[config.mk]
export PLATFORM = sky130hd
export DESIGN_NAME = adder_switch_cfg_sequencer
export DESIGN_NICKNAME = d
export VERILOG_FILES = /design/src/rtl/adder_switch_cfg_sequencer.sv
export SDC_FILE = /design/constraint.sdc
export NUM_CORES = 1
export LEC_CHECK = 0
export CELL_PAD_IN_SITES_DETAIL_PLACEMENT = 1
export CELL_PAD_IN_SITES_GLOBAL_PLACEMENT = 1
export CORE_UTILIZATION = 51
export CTS_CLUSTER_DIAMETER = 200
export DETAILED_ROUTE_END_ITERATION = 12
export PLACE_DENSITY_LB_ADDON = 0.05
export SLEW_MARGIN = 20
export SYNTH_ARGS = -nofsm -noshare
export SYNTH_HDL_FRONTEND = slang
export SYNTH_SLANG_ARGS = --single-unit
export TNS_END_PERCENT = 30
[constraint.sdc]
create_clock -name CLK -period 7.1 [get_ports CLK]
set_input_delay 2.13 -clock CLK [delete_from_list [all_inputs] [get_ports CLK]]
set_output_delay 2.13 -clock CLK [all_outputs]
set_load 0.1 [all_outputs]
[src/rtl/adder_switch_cfg_sequencer.sv]
`default_nettype none
// ==========================================================================
// adder_switch_cfg_sequencer : steps an edge adder switch through a config table
// Rev 1.0
// ==========================================================================
module adder_switch_cfg_sequencer #(
  parameter int SEL_IN    = 2,
  parameter int NUM_CFG   = 8,
  parameter int CFG_AW    = 3,
  parameter int CNT_W     = 8,
  parameter int DRAIN_CYC = 2
) (
  input  logic                      CLK,
  input  logic                      rst_n,
  input  logic                      i_cfg_wr_en,
  input  logic [CFG_AW-1:0]         i_cfg_wr_addr,
  input  logic [CNT_W+4+SEL_IN-1:0] i_cfg_wr_data,
  input  logic [CFG_AW:0]           i_num_cfg,
  input  logic                      i_start,
  input  logic                      i_data_valid,
  output logic                      o_data_ready,
  output logic                      o_sw_valid,
  output logic                      o_sw_add_en,
  output logic [2:0]                o_sw_cmd,
  output logic [SEL_IN-1:0]         o_sw_sel,
  output logic [CFG_AW-1:0]         o_cfg_idx,
  output logic                      o_busy,
  output logic                      o_done,
  output logic                      o_err
);

  localparam int EW = CNT_W + 4 + SEL_IN;
  localparam int DW = (DRAIN_CYC > 1) ? $clog2(DRAIN_CYC) : 1;

  typedef enum logic [2:0] {
    IDLE  = 3'd0,
    LOAD  = 3'd1,
    RUN   = 3'd2,
    HOLD  = 3'd3,
    DRAIN = 3'd4,
    DONE  = 3'd5
  } state_t;

  state_t             state;
  logic [EW-1:0]      cfg_tbl [NUM_CFG];
  logic [CFG_AW-1:0]  idx;
  logic [CFG_AW:0]    num_q;
  logic [CNT_W-1:0]   beat_cnt;
  logic [DW-1:0]      drain_cnt;

  logic [EW-1:0]      entry;
  logic [CNT_W-1:0]   entry_beats;
  logic               entry_add_en;
  logic [2:0]         entry_cmd;
  logic [SEL_IN-1:0]  entry_sel;
  logic               cmd_legal;
  logic               last_entry;
  logic [CFG_AW:0]    num_eff;

  assign entry        = cfg_tbl[idx];
  assign entry_sel    = entry[SEL_IN-1:0];
  assign entry_cmd    = entry[SEL_IN+2:SEL_IN];
  assign entry_add_en = entry[SEL_IN+3];
  assign entry_beats  = entry[EW-1:SEL_IN+4];
  assign cmd_legal    = (entry_cmd == 3'b010) || (entry_cmd == 3'b011) ||
                        (entry_cmd == 3'b100) || (entry_cmd == 3'b101);
  assign last_entry   = (({1'b0, idx} + {{CFG_AW{1'b0}}, 1'b1}) == num_q);
  // Oversized counts are clamped so idx can never wrap past the table.
  assign num_eff      = (i_num_cfg > (CFG_AW+1)'(NUM_CFG)) ? (CFG_AW+1)'(NUM_CFG) : i_num_cfg;

  assign o_data_ready = (state == RUN);
  assign o_sw_valid   = i_data_valid & o_data_ready;
  assign o_busy       = (state != IDLE);
  assign o_done       = (state == DONE);
  assign o_cfg_idx    = idx;

  always_ff @(posedge CLK or negedge rst_n) begin
    if (!rst_n) begin
      for (int i = 0; i < NUM_CFG; i++) cfg_tbl[i] <= '0;
    end else if (i_cfg_wr_en && (state == IDLE)) begin
      cfg_tbl[i_cfg_wr_addr] <= i_cfg_wr_data;
    end
  end

  always_ff @(posedge CLK or negedge rst_n) begin
    if (!rst_n) begin
      state       <= IDLE;
      idx         <= '0;
      num_q       <= '0;
      beat_cnt    <= '0;
      drain_cnt   <= '0;
      o_sw_add_en <= 1'b0;
      o_sw_cmd    <= 3'b000;
      o_sw_sel    <= '0;
      o_err       <= 1'b0;
    end else begin
      case (state)
        IDLE: begin
          if (i_start) begin
            num_q <= num_eff;
            idx   <= '0;
            o_err <= 1'b0;
            state <= (num_eff == '0) ? DONE : LOAD;
          end
        end
        LOAD: begin
          if (!cmd_legal) o_err <= 1'b1;
          if (cmd_legal && (entry_beats != '0)) begin
            o_sw_add_en <= entry_add_en;
            o_sw_cmd    <= entry_cmd;
            o_sw_sel    <= entry_sel;
            beat_cnt    <= entry_beats;
            state       <= RUN;
          end else if (last_entry) begin
            drain_cnt <= '0;
            state     <= DRAIN;
          end else begin
            idx   <= idx + CFG_AW'(1);
            state <= LOAD;
          end
        end
        RUN: begin
          if (i_data_valid) begin
            beat_cnt <= beat_cnt - CNT_W'(1);
            if (beat_cnt == CNT_W'(1)) state <= HOLD;
          end
        end
        // Control stays put one more cycle so the switch's registered valid sees it.
        HOLD: begin
          if (last_entry) begin
            drain_cnt <= '0;
            state     <= DRAIN;
          end else begin
            idx   <= idx + CFG_AW'(1);
            state <= LOAD;
          end
        end
        DRAIN: begin
          if (drain_cnt == DW'(DRAIN_CYC - 1)) state <= DONE;
          else drain_cnt <= drain_cnt + DW'(1);
        end
        DONE:    state <= IDLE;
        default: state <= IDLE;
      endcase
    end
  end

endmodule
`default_nettype wire

==> out/metrics.yaml <==
status: "completed"
grt_overflow: 0
post_cts_buffers: 0
synth_top_area_frac: 0.527
track_usage: 0.260
cts_buffers: 17
grt_util_met1: 0.327
grt_pass1_wl_mm: 25.0
p_per_area_nw_per_um2: 513
start_util: 0.521
drive_gt1_frac: 0.334
cp_max_fo: 7
antenna_found_initial: 0
place.gp.congestion: 0.786
core_area_um2: 12600
fillers: 1202
slew_viol_final: 0
cts_resized: 0
grt_max_degree: 80
cp-start-kind: "input port"
utilization: 0.618
syn_area_per_cell_um2: 13.5
p_int_mw: 2.50
syn_nets: 513
min-delay-start: "o_sw_cmd[0]$_DFFE_PN0P_"
row_count: 41
fin_nets: 552
setup_viol: 0
cts_hold_buffers: 0
yosys.area.top_type: "dfrtp_1"
drtIter0Drc: 240
htreeDepth: 4
hold_violations: 0
r2r-start: "o_cfg_idx[1]$_DFFE_PN0P_"
port_buffers: 39
synth-edff-count: 0
path_cells: "clkdlybuf4s50_1 -> nand2_1 -> inv_1 -> buf_4"
yosys_most_used_dff: "dfrtp_1"
avgViaCountPerCell: 5.84
grt_pass1_vias: 4474
rrSetupSlack_ps: 3480
crit_start: "i_data_valid"
holdCritPathClass: "flip-flop to flip-flop"
vias: 4135
syn_inst: 484
post-route-period-util: 0.776
synth_warnings: 0
drt_pass1_iterations: 4
slowest_delay_ps: 610
worst_pin_slew_ps: 1090
use_met3: 0.0590
critPathKind: "input port to output pin"
final.min_clock_period_ps: 5510
wire_per_inst_um: 21.8
ios: 40
ant_nets: 0
ir_drop_v: 0.000226
p_sw_frac: 0.372
end_kind: "output pin"
yosys-top-cells-area: "dfrtp_1, mux2_2, mux4_2, mux2i_1, mux4_1"
clk_latency_ps: 430
hold_depth: 2
seqPwrFrac: 0.335
syn_to_final_growth_pct: 18.6
worstReg2RegEnd: "beat_cnt[6]$_DFFE_PN0P_"
ys_seq_elements: 138
drc_errors: 0
placed_area_um2: 7120
finalClockSkew_ps: 9.94
slew_headroom: 0.270
power_frac_comb: 0.421
syn_area_um2: 6550
cp_top_family: "buffers and inverters"
busiest_layer: "met2"
finalInstanceArea_um2: 7770
cts-root-buf: "clkbuf_16"
yosysUniqueCellTypes: 46
cts_buffer_depth: 2
die_width_um: 115
power_switching_mw: 1.48
diodes: 0
wirelength_mm: 15.4
ff2ff_path_depth: 8
clock.fmax_mhz: 182
min_to: "o_sw_cmd[0]$_DFFE_PN0P_"
total_leakage_power_nw: 3.45
cp_data_required_time_ps: 4970
pwr-share-clk: 0.244
die-area_um2: 13300
crit_buf_inv: 3
tns_ps: 0
ys_seq_area_frac: 0.527
worstPathArrival_ps: 3380
rsz0062_at_grt: "false"
die_y_um: 115
cts_tree: "yes"
cts.sinks: 138
cpMaxStageDelayCell: "clkdlybuf4s50_1"
clkTransAtPathRegs_ps: 60
hpwl_mm: 9.86
synthArstFlopShare: 1.00
cap_violations: 0
use_met2: 0.443
registers in the layout, indices dropped and copies added (netlist names):
register     flops
state            3
o_err            1
o_sw_cmd         3
beat_cnt         8
o_cfg_idx        3
drain_cnt        1
num_q            4
o_sw_add_en      1
cfg_tbl        112
o_sw_sel         2
cells in the final DEF, fill, tap and decap left out, drive strengths merged, types with 6 or more instances in the layout:
| master | netlist | routed |
|---|---|---|
| mux2 | 118 | 118 |
| clkinv | 0 | 6 |
| inv | 9 | 11 |
| nor2 | 17 | 17 |
| o21ai | 18 | 18 |
| nand2 | 25 | 25 |
| clkdlybuf4s50 | 0 | 37 |
| mux2i | 18 | 18 |
| dfrtp | 138 | 138 |
| nor2b | 8 | 8 |
| clkbuf | 15 | 18 |
| mux4 | 23 | 23 |
| nand3 | 10 | 10 |
| a21oi | 8 | 8 |
| nand2b | 7 | 7 |
| nor3 | 12 | 12 |
| buf | 9 | 7 |
per-layer routing:
layer / vias up / routed length, um
met5: - / 0
met4: 0 / 295
met3: 23 / 479
met2: 63 / 7950
met1: 2170 / 6690
li1: 1879 / -
cell usage after synthesis (7+ instances only):
library cell and count:
a21oi_1 8, buf_2 7, clkbuf_1 15, dfrtp_1 138
inv_1 9, mux2_2 118, mux2i_1 18, mux4_2 17
nand2_1 25, nand2b_1 7, nand3_1 10, nor2_1 16
nor2b_1 8, nor3_1 12, o21ai_0 18
final cells by class:
class,instances,area [um2],share of cell area
repair buffers,44,427,0.0549
inverters,9,33.8,0.00435
flip-flops and latches,138,3450,0.444
clock buffers,18,429,0.0552
clock inverters,14,220,0.0283
multi-input cells,313,2990,0.385
well taps,172,215,0.0277
worst max-delay path by stage:
stage / end / slack (ps) / depth (start not counted)
3_5_place_dp: o_sw_valid / 1600 / 4
3_3_place_gp: o_sw_valid / 1660 / 4
5_1_grt: o_sw_valid / 1500 / 4
2_1_floorplan: o_sw_valid / 2130 / 2
4_1_cts: o_sw_valid / 1600 / 4
6_report: o_sw_valid / 1590 / 4
tightest hold or removal path, delay by kind of cell (launching register included):
kind	cells	cell delay (ps)
and+or+nand+nor	1	50
AOI/OAI and AO/OA	1	60
DFF	1	340
stage by stage:
| stage | power (mW) | cells | hold WS, ps | setup slack (ps) |
|---|---|---|---|---|
| 2_1_floorplan | 2.59 | 484 | 469 | 2130 |
| 3_3_place_gp | 2.94 | 676 | 462 | 1660 |
| 3_5_place_dp | 3.02 | 676 | 469 | 1600 |
| 4_1_cts | 4.03 | 708 | 483 | 1600 |
| 5_1_grt | 4.22 | 708 | 506 | 1500 |
| 6_report | 3.99 | 708 | 478 | 1590 |
kinds of logic (layout without fill, tap and decap cells):
logic type | Yosys count | after routing | share of synthesized area
xor+xnor | 5 | 5 | 0.00668
compound gates | 51 | 51 | 0.0527
buf+inv | 33 | 85 | 0.0214
fa+ha+maj | 3 | 3 | 0.00573
mux | 159 | 159 | 0.313
simple gates | 95 | 95 | 0.0735
flops | 138 | 138 | 0.527
power by group through the flow:
| stage | registers (mW) | logic (mW) | clock network (mW) |
|---|---|---|---|
| floorplan | 1.44 | 1.15 | 0 |
| global placement | 1.31 | 1.63 | 0 |
| detailed placement | 1.35 | 1.68 | 0 |
| CTS | 1.34 | 1.70 | 0.992 |
| global route | 1.38 | 1.82 | 1.02 |
| finish | 1.34 | 1.68 | 0.972 |
No activity file was read; power rests on OpenSTA's default activity.
